**src/rtl/trap_ctrl.sv**
```systemverilog
// Trap controller: turns exceptions, interrupts and MRET into a flush / drain / commit / redirect sequence.
// Optional macro TRAP_VECTORED_EN: with mtvec[1:0]==1, interrupts redirect to base + 4*cause code.
module trap_ctrl (
    input  logic        ctrl_clk,
    input  logic        ctrl_reset_n,
    input  logic        exc_valid,
    input  logic [3:0]  exc_cause,
    input  logic [31:0] exc_pc,
    input  logic        irq_sw,
    input  logic        irq_timer,
    input  logic        irq_ext,
    input  logic        mie_msie,
    input  logic        mie_mtie,
    input  logic        mie_meie,
    input  logic        ctrl_mie,
    input  logic [31:0] mtvec,
    input  logic [31:0] mepc,
    input  logic [31:0] next_pc,
    input  logic        mret_valid,
    input  logic        pipe_idle,
    output logic        pipe_stall,
    output logic        pipe_flush,
    output logic        ctrl_trap,
    output logic        ctrl_mret,
    output logic [31:0] trap_pc,
    output logic [4:0]  trap_info,
    output logic        redirect_valid,
    output logic [31:0] redirect_pc,
    input  logic        redirect_ready
);

    typedef enum logic [1:0] {
        S_IDLE,
        S_DRAIN,
        S_COMMIT,
        S_REDIRECT
    } state_t;

    typedef enum logic [1:0] {
        K_EXC,
        K_IRQ,
        K_MRET
    } kind_t;

    state_t      r_state;
    state_t      w_state_next;
    kind_t       r_kind;
    logic [4:0]  r_cause;
    logic [31:0] r_pc;
    logic        r_flush;
    logic        r_ctrl_trap;
    logic        r_ctrl_mret;
    logic [31:0] r_trap_pc;
    logic [4:0]  r_trap_info;
    logic [31:0] r_redirect_pc;

    logic        w_irq_ext_en;
    logic        w_irq_sw_en;
    logic        w_irq_timer_en;
    logic        w_irq_any;
    logic [3:0]  w_irq_code;
    logic        w_event;
    logic        w_stall;
    logic        w_redirect_valid;
    logic [31:0] w_vec_offset;
    logic [31:0] w_target;
    logic        w_unused_bits;

    assign w_irq_ext_en   = ctrl_mie & irq_ext   & mie_meie;
    assign w_irq_sw_en    = ctrl_mie & irq_sw    & mie_msie;
    assign w_irq_timer_en = ctrl_mie & irq_timer & mie_mtie;
    assign w_irq_any      = w_irq_ext_en | w_irq_sw_en | w_irq_timer_en;
    assign w_irq_code     = w_irq_ext_en ? 4'd11 : (w_irq_sw_en ? 4'd3 : 4'd7);
    assign w_event        = exc_valid | w_irq_any | mret_valid;

    // Low address bits are architecturally ignored in the redirect targets.
    assign w_unused_bits  = &{1'b0, mtvec[1:0], mepc[1:0]};

`ifdef TRAP_VECTORED_EN
    assign w_vec_offset = ((mtvec[1:0] == 2'b01) && (r_kind == K_IRQ))
                        ? {26'd0, r_cause[3:0], 2'b00} : 32'd0;
`else
    assign w_vec_offset = 32'd0;
`endif

    assign w_target = (r_kind == K_MRET) ? {mepc[31:2], 2'b00}
                                         : ({mtvec[31:2], 2'b00} + w_vec_offset);

    always_ff @(posedge ctrl_clk or negedge ctrl_reset_n) begin
        if (!ctrl_reset_n) begin
            r_state <= S_IDLE;
        end else begin
            r_state <= w_state_next;
        end
    end

    always_comb begin
        w_state_next     = r_state;
        w_stall          = 1'b1;
        w_redirect_valid = 1'b0;
        case (r_state)
            S_IDLE: begin
                w_stall = 1'b0;
                if (w_event) begin
                    w_state_next = S_DRAIN;
                end
            end
            S_DRAIN: begin
                if (pipe_idle) begin
                    w_state_next = S_COMMIT;
                end
            end
            S_COMMIT: begin
                w_state_next = S_REDIRECT;
            end
            S_REDIRECT: begin
                w_redirect_valid = 1'b1;
                if (redirect_ready) begin
                    w_state_next = S_IDLE;
                end
            end
            default: begin
                w_state_next = S_IDLE;
            end
        endcase
    end

    always_ff @(posedge ctrl_clk or negedge ctrl_reset_n) begin
        if (!ctrl_reset_n) begin
            r_kind        <= K_EXC;
            r_cause       <= 5'd0;
            r_pc          <= 32'd0;
            r_flush       <= 1'b0;
            r_ctrl_trap   <= 1'b0;
            r_ctrl_mret   <= 1'b0;
            r_trap_pc     <= 32'd0;
            r_trap_info   <= 5'd0;
            r_redirect_pc <= 32'd0;
        end else begin
            r_flush     <= 1'b0;
            r_ctrl_trap <= 1'b0;
            r_ctrl_mret <= 1'b0;
            if ((r_state == S_IDLE) && w_event) begin
                r_flush <= 1'b1;
                if (exc_valid) begin
                    r_kind  <= K_EXC;
                    r_cause <= {1'b0, exc_cause};
                    r_pc    <= exc_pc;
                end else if (w_irq_any) begin
                    r_kind  <= K_IRQ;
                    r_cause <= {1'b1, w_irq_code};
                    r_pc    <= next_pc;
                end else begin
                    r_kind  <= K_MRET;
                end
            end
            // Commit strobes are registered so they are high for exactly the COMMIT cycle.
            if ((r_state == S_DRAIN) && (w_state_next == S_COMMIT)) begin
                if (r_kind == K_MRET) begin
                    r_ctrl_mret <= 1'b1;
                end else begin
                    r_ctrl_trap <= 1'b1;
                    r_trap_pc   <= r_pc;
                    r_trap_info <= r_cause;
                end
            end
            if (r_state == S_COMMIT) begin
                r_redirect_pc <= w_target;
            end
        end
    end

    assign pipe_stall     = w_stall;
    assign pipe_flush     = r_flush;
    assign ctrl_trap      = r_ctrl_trap;
    assign ctrl_mret      = r_ctrl_mret;
    assign trap_pc        = r_trap_pc;
    assign trap_info      = r_trap_info;
    assign redirect_valid = w_redirect_valid;
    assign redirect_pc    = r_redirect_pc;

endmodule

```
**config.mk**
```make
export PLATFORM = sky130hd
export DESIGN_NAME = trap_ctrl
export DESIGN_NICKNAME = d
export VERILOG_FILES = /design/src/rtl/trap_ctrl.sv
export SDC_FILE = /design/constraint.sdc
export NUM_CORES = 1
export LEC_CHECK = 0
export BUFFER_PORTS_ARGS = -buffer_cell sky130_fd_sc_hd__buf_2
export CAP_MARGIN = 15
export CORE_ASPECT_RATIO = 0.75
export CORE_MARGIN = 8
export CORE_UTILIZATION = 40
export CTS_CLUSTER_DIAMETER = 50
export DETAILED_ROUTE_END_ITERATION = 16
export GPL_TIMING_DRIVEN = 0
export MAX_ROUTING_LAYER = met4
export PLACE_DENSITY = 0.73
export SLEW_MARGIN = 40
export SYNTH_ARGS = -nofsm -noshare
export SYNTH_HDL_FRONTEND = slang
export SYNTH_SLANG_ARGS = --single-unit
```
**constraint.sdc**
```tcl
create_clock -name ctrl_clk -period 5.1 [get_ports ctrl_clk]
set_input_delay 1.275 -clock ctrl_clk [delete_from_list [all_inputs] [get_ports ctrl_clk]]
set_output_delay 1.275 -clock ctrl_clk [all_outputs]
set_load 0.01 [all_outputs]
```
Word level (Yosys, flattened, before mapping)
Cells that the tools add are included.

Bits in registers: 113. Bits in latches: 0. Memory bits (writable): 0. ROM bits: 0. Output and inout port bits: 74. Memories kept: 0.

Add/sub/neg operators: 0. $mul: 0. Div/mod/pow operators: 0. Order comparisons: 0. Equality and inequality tests: 5. Shift-type cells: 0. Mux-type cells: 20. Bitwise operators: 11. Reductions and logical operators: 6.

Operators by type and width (count): $mux W32 (3); $mux W2 (5); $mux W5 (2); $eq A2 B2 Y1 const B (4); $pmux W2 S4 (1); $mux W1 (7); $and A1 B1 Y1 (6); $mux W4 (1); $or A1 B1 Y1 (4); $reduce_and A2 Y1 (2); $mux W3 (1); $eq A2 B1 Y1 const B (1); $logic_and A1 B1 Y1 (2); $logic_not A2 Y1 (1); $reduce_bool A2 Y1 (1); $not A1 Y1 (1).

Longest topological paths before layout
Word-level depth: 11. Depth in mapped cells: 6. Gate-level depth less buffers: 5.

Worst setup path before layout
OpenSTA, ideal clock, no wires.

Path kind: input -> register. From: input port mie_meie. To: register r_pc[14]. Setup time: 135 ps. Data arrival time: 2289 ps. Required time: 4965 ps. Path slack: 2676 ps. Stages: 4. Cell sequence: a222oi_1 buf_4 buf_2 a211oi_1.

Word-level cells in the longest chain between the ends: 7. Elaborated cells between the ends (all ways): 8.

RTL lines: start: declaration (line 14) `input logic mie_meie,`; $and A1 B1 Y1 * (line 69) `assign w_irq_ext_en = ctrl_mie & irq_ext & mie_meie;`; $or A1 B1 Y1 * (2 in a row) (line 72) `assign w_irq_any = w_irq_ext_en | w_irq_sw_en | w_irq_timer_en;`; $or A1 B1 Y1 (2 in a row) (line 74) `assign w_event = exc_valid | w_irq_any | mret_valid;`; $logic_and A1 B1 Y1 (line 143) `if ((r_state == S_IDLE) && w_event) begin`; $reduce_and A2 Y1 (no line) *; end signal: assignment (line 148) `r_pc <= exc_pc;`; end signal: assignment (line 152) `r_pc <= next_pc;`; end: declaration (line 49) `logic [31:0] r_pc;`.

Every way passes the cells marked *; elsewhere a longest branch is shown, timed or not. A chain may end at the register's enable or synchronous reset.

Worst setup path in the final report
From: input port mie_meie. To: register r_pc[8].

Same word-level chain as after synthesis.

==> out/metrics.yaml <==
global_route:
  grt_pass1_vias: 4807
  grt_max_degree: 58
  grt_pass1_wl_um: 25270
  top_usage_layer: "met2"
  grt_util_met2_pct: 30.50
  grt_util_met1_pct: 25.11
  antenna_found_initial: 1
  track_usage_pct: 19.51
  grt_overflow: 0
  grtUsageMet3_pct: 4.466
setup_path:
  worst-endpoint-required_ns: 5.34
  cp-start-kind: "input port"
  cp_data_arrival_time_ns: 2.92
  crit_type: "input port to flop"
  cp_slowest_cell: "a222oi_1"
  end_kind: "flop"
  cp_num_buf_inv: 3
  path_delay_family: "compound AO/OA/AOI/OAI gates"
  path_cells: "buf_2, a222oi_1, buf_1, clkbuf_1, nor4_1, a211oi_1"
  path_max_fanout: 10
  cpPeakStageDelay_ns: 0.58
routing:
  dr.pass1.iters: 5
  avgRoutedWirePerCell_um: 18.48
  wirelength_um: 15670
  vias_per_cell: 5.241
  drt.antenna.violating_nets: 0
  vias: 4444
  first_iter_violations: 315
  drc: 0
cts:
  htreeDepth: 3
  cts.sinks: 111
  ctsHoldBuffers: 0
  clkTransAtPathRegs_ns: 0.08
  cts_root_buffer: "clkbuf_16"
  cts_tree: "done"
  post-cts-setup-buffer-count: 0
  cts_buffer_depth: 2
  cts_buffers: 9
  clk-insertion-delay-late_ns: 0.35
  ctsResizeCount: 0
layout:
  syn2layout_area_growth_pct: 32.04
  mostFrequentLayoutCell: "buf_2"
  final_cells: 848
  final_cell_mix: "buf_2, dfrtp_1, nor2_1"
  fillers: 1128
  nets: 821
  drive_above_1_share_pct: 38.33
sta:
  fin_skew_ns: 0.007067
  slew_headroom_pct: 58.11
  maxSlewViolCount: 0
  hold_viol_final: 0
  period_minus_slack_ns: 2.673
  rsz0062_at_grt: "false"
  setup_viol: 0
  layout_worst_path_cycle_share_pct: 52.41
  setup_tns_ns: 0
  tightestPinTransition_ns: 0.6284
  clock.fmax_mhz: 374.1
power_and_ir_drop:
  swShare_pct: 38.02
  p_clk_share_pct: 18.2
  total_power_uw: 3808
  p_per_area_nw_per_um2: 574.9
  p_switching_uw: 1448
  p_leak_uw: 0.003150
  pwr-share-comb_pct: 40.9
  ir_drop_mv: 0.2576
  cellInternalPower_uw: 2361
  pwr-share-seq_pct: 41.0
floorplan:
  fp.coreArea_um2: 12260
  design.die.area_um2: 16420
  std_cell_rows: 35
  die_w_um: 145.3
  io-pin-count: 219
  initial_utilization_pct: 40.92
  fp.dieH_um: 113.0
outcome:
  status: "finished clean"
logic_synthesis:
  ys.warnings.count: 0
  syn_inst: 450
  syn_area_um2: 5017
  ys_seq_elements: 111
  avgSynthCellArea_um2: 11.15
  synth-seq-area-share_pct: 55.36
  synth_cell_type_count: 34
placement:
  place_hpwl_um: 12260
  routabilityCongestion: 0.8200
  place_inst: 831
  port_buffers: 212
hold_path:
  hold_path_class: "flop to flop"
run:
  maxCapViolCount: 0
-- power by group through the flow --
| stage | sequential, uW | clock [uW] | combinational, uW |
|---|---|---|---|
| 2_1_floorplan | 1650 | 0 | 856 |
| 3_3_place_gp | 1540 | 0 | 1520 |
| 3_5_place_dp | 1570 | 0 | 1580 |
| 4_1_cts | 1560 | 709 | 1580 |
| 5_1_grt | 1620 | 745 | 1720 |
| 6_report | 1560 | 691 | 1560 |
-- per-layer routing --
| layer | up-vias | routed length [um] |
|---|---|---|
| li1 | 2114 | - |
| met1 | 2157 | 7118 |
| met2 | 159 | 7517 |
| met3 | 14 | 815 |
| met4 | 0 | 217 |
| met5 | - | 0 |
-- Yosys cell counts --
cell / count / share of area (%)
and2_1: 1 / 0.12
conb_1: 1 / 0.075
o22ai_1: 33 / 4.1
a22oi_1: 2 / 0.30
o21a_1: 1 / 0.15
mux2_2: 1 / 0.22
o21ai_0: 7 / 0.70
nor4b_1: 1 / 0.17
buf_2: 13 / 1.3
nand2_2: 1 / 0.12
buf_4: 3 / 0.45
o22a_1: 2 / 0.35
a222oi_1: 1 / 0.20
nor2_1: 39 / 2.9
nand2b_1: 1 / 0.12
mux2_1: 37 / 8.3
inv_2: 1 / 0.075
buf_6: 1 / 0.22
o21ai_1: 26 / 2.6
a211oi_1: 24 / 3.6
nor2b_1: 3 / 0.37
nor2_4: 2 / 0.45
a211oi_2: 9 / 2.2
a31o_2: 1 / 0.17
nor3_1: 2 / 0.20
buf_1: 4 / 0.30
a21oi_1: 6 / 0.60
nor4_1: 33 / 4.1
dfrtp_1: 111 / 55
clkbuf_1: 20 / 1.5
nand3b_1: 1 / 0.15
mux2i_1: 30 / 6.0
nand2_1: 31 / 2.3
and3_1: 1 / 0.12
-- cell families (layout without fill, tap and decap cells) --
| logic type | count (synthesis) | count (layout) | synth area share (%) |
|---|---|---|---|
| compound gates | 112 | 112 | 15.01 |
| buf+inv | 42 | 272 | 3.840 |
| flops | 111 | 111 | 55.36 |
| mux | 68 | 68 | 14.51 |
| other cells | 1 | 3 | 0.07474 |
| simple gates | 116 | 116 | 11.20 |
-- flip-flops by register name (all words and copies together) (netlist names) --
signal and cells:
ctrl_trap 1, pipe_flush 1, trap_pc 32, r_pc 32, r_kind 2, redirect_pc 30
r_state 2, r_cause 5, ctrl_mret 1, trap_info 5
-- worst reg2reg max path, delay by kind of cell, from the launching register on --
family | cells | cell delay [ns]
simple gates | 2 | 0.39
buf+inv | 2 | 0.64
mux | 1 | 0.37
flops | 1 | 0.46
-- stage by stage --
| stage | util [%] | worst slack (ns) | hold slack (ns) | cell area, um2 |
|---|---|---|---|---|
| 6_report | 54.03 | 2.427 | 0.4800 | 6625 |
| 5_1_grt | 54.03 | 2.253 | 0.5025 | 6625 |
| 4_1_cts | 54.01 | 2.449 | 0.4856 | 6623 |
| 3_5_place_dp | 51.63 | 2.097 | 0.4673 | 6331 |
| 3_3_place_gp | 51.30 | 1.505 | 0.4588 | 6290 |
| 2_1_floorplan | - | 2.676 | 0.4549 | 5021 |
-- path summary, 6_finish.rpt --
kind	from	to	slack, ns	cells after the start
min	redirect_pc[31]$_DFFE_PN0P_	redirect_pc[31]$_DFFE_PN0P_	0.48	2
max	mie_meie	r_pc[8]$_DFFE_PN0P_	2.43	6
max in group asynchronous	ctrl_reset_n	r_kind[0]$_DFFE_PN0P_	3.66	2
min in group asynchronous	ctrl_reset_n	redirect_pc[29]$_DFFE_PN0P_	0.83	1
max reg2reg	r_state[1]$_DFF_PN0_	trap_pc[21]$_DFFE_PN0P_	3.12	5
min reg2reg	redirect_pc[31]$_DFFE_PN0P_	redirect_pc[31]$_DFFE_PN0P_	0.48	2
-- cell type report --
type / count / area (um2) / share of cell area [%]
inverters: 1 / 3.754 / 0.05666
repair buffers: 214 / 1102 / 16.64
plain buffers: 41 / 188.9 / 2.852
multi-input cells: 298 / 2051 / 30.95
well taps: 166 / 207.7 / 3.135
clock buffers: 10 / 239.0 / 3.607
flip-flops and latches: 111 / 2778 / 41.93
diodes: 1 / 2.502 / 0.03777
clock inverters: 6 / 52.55 / 0.7932
(Power assumes the default switching activity.)
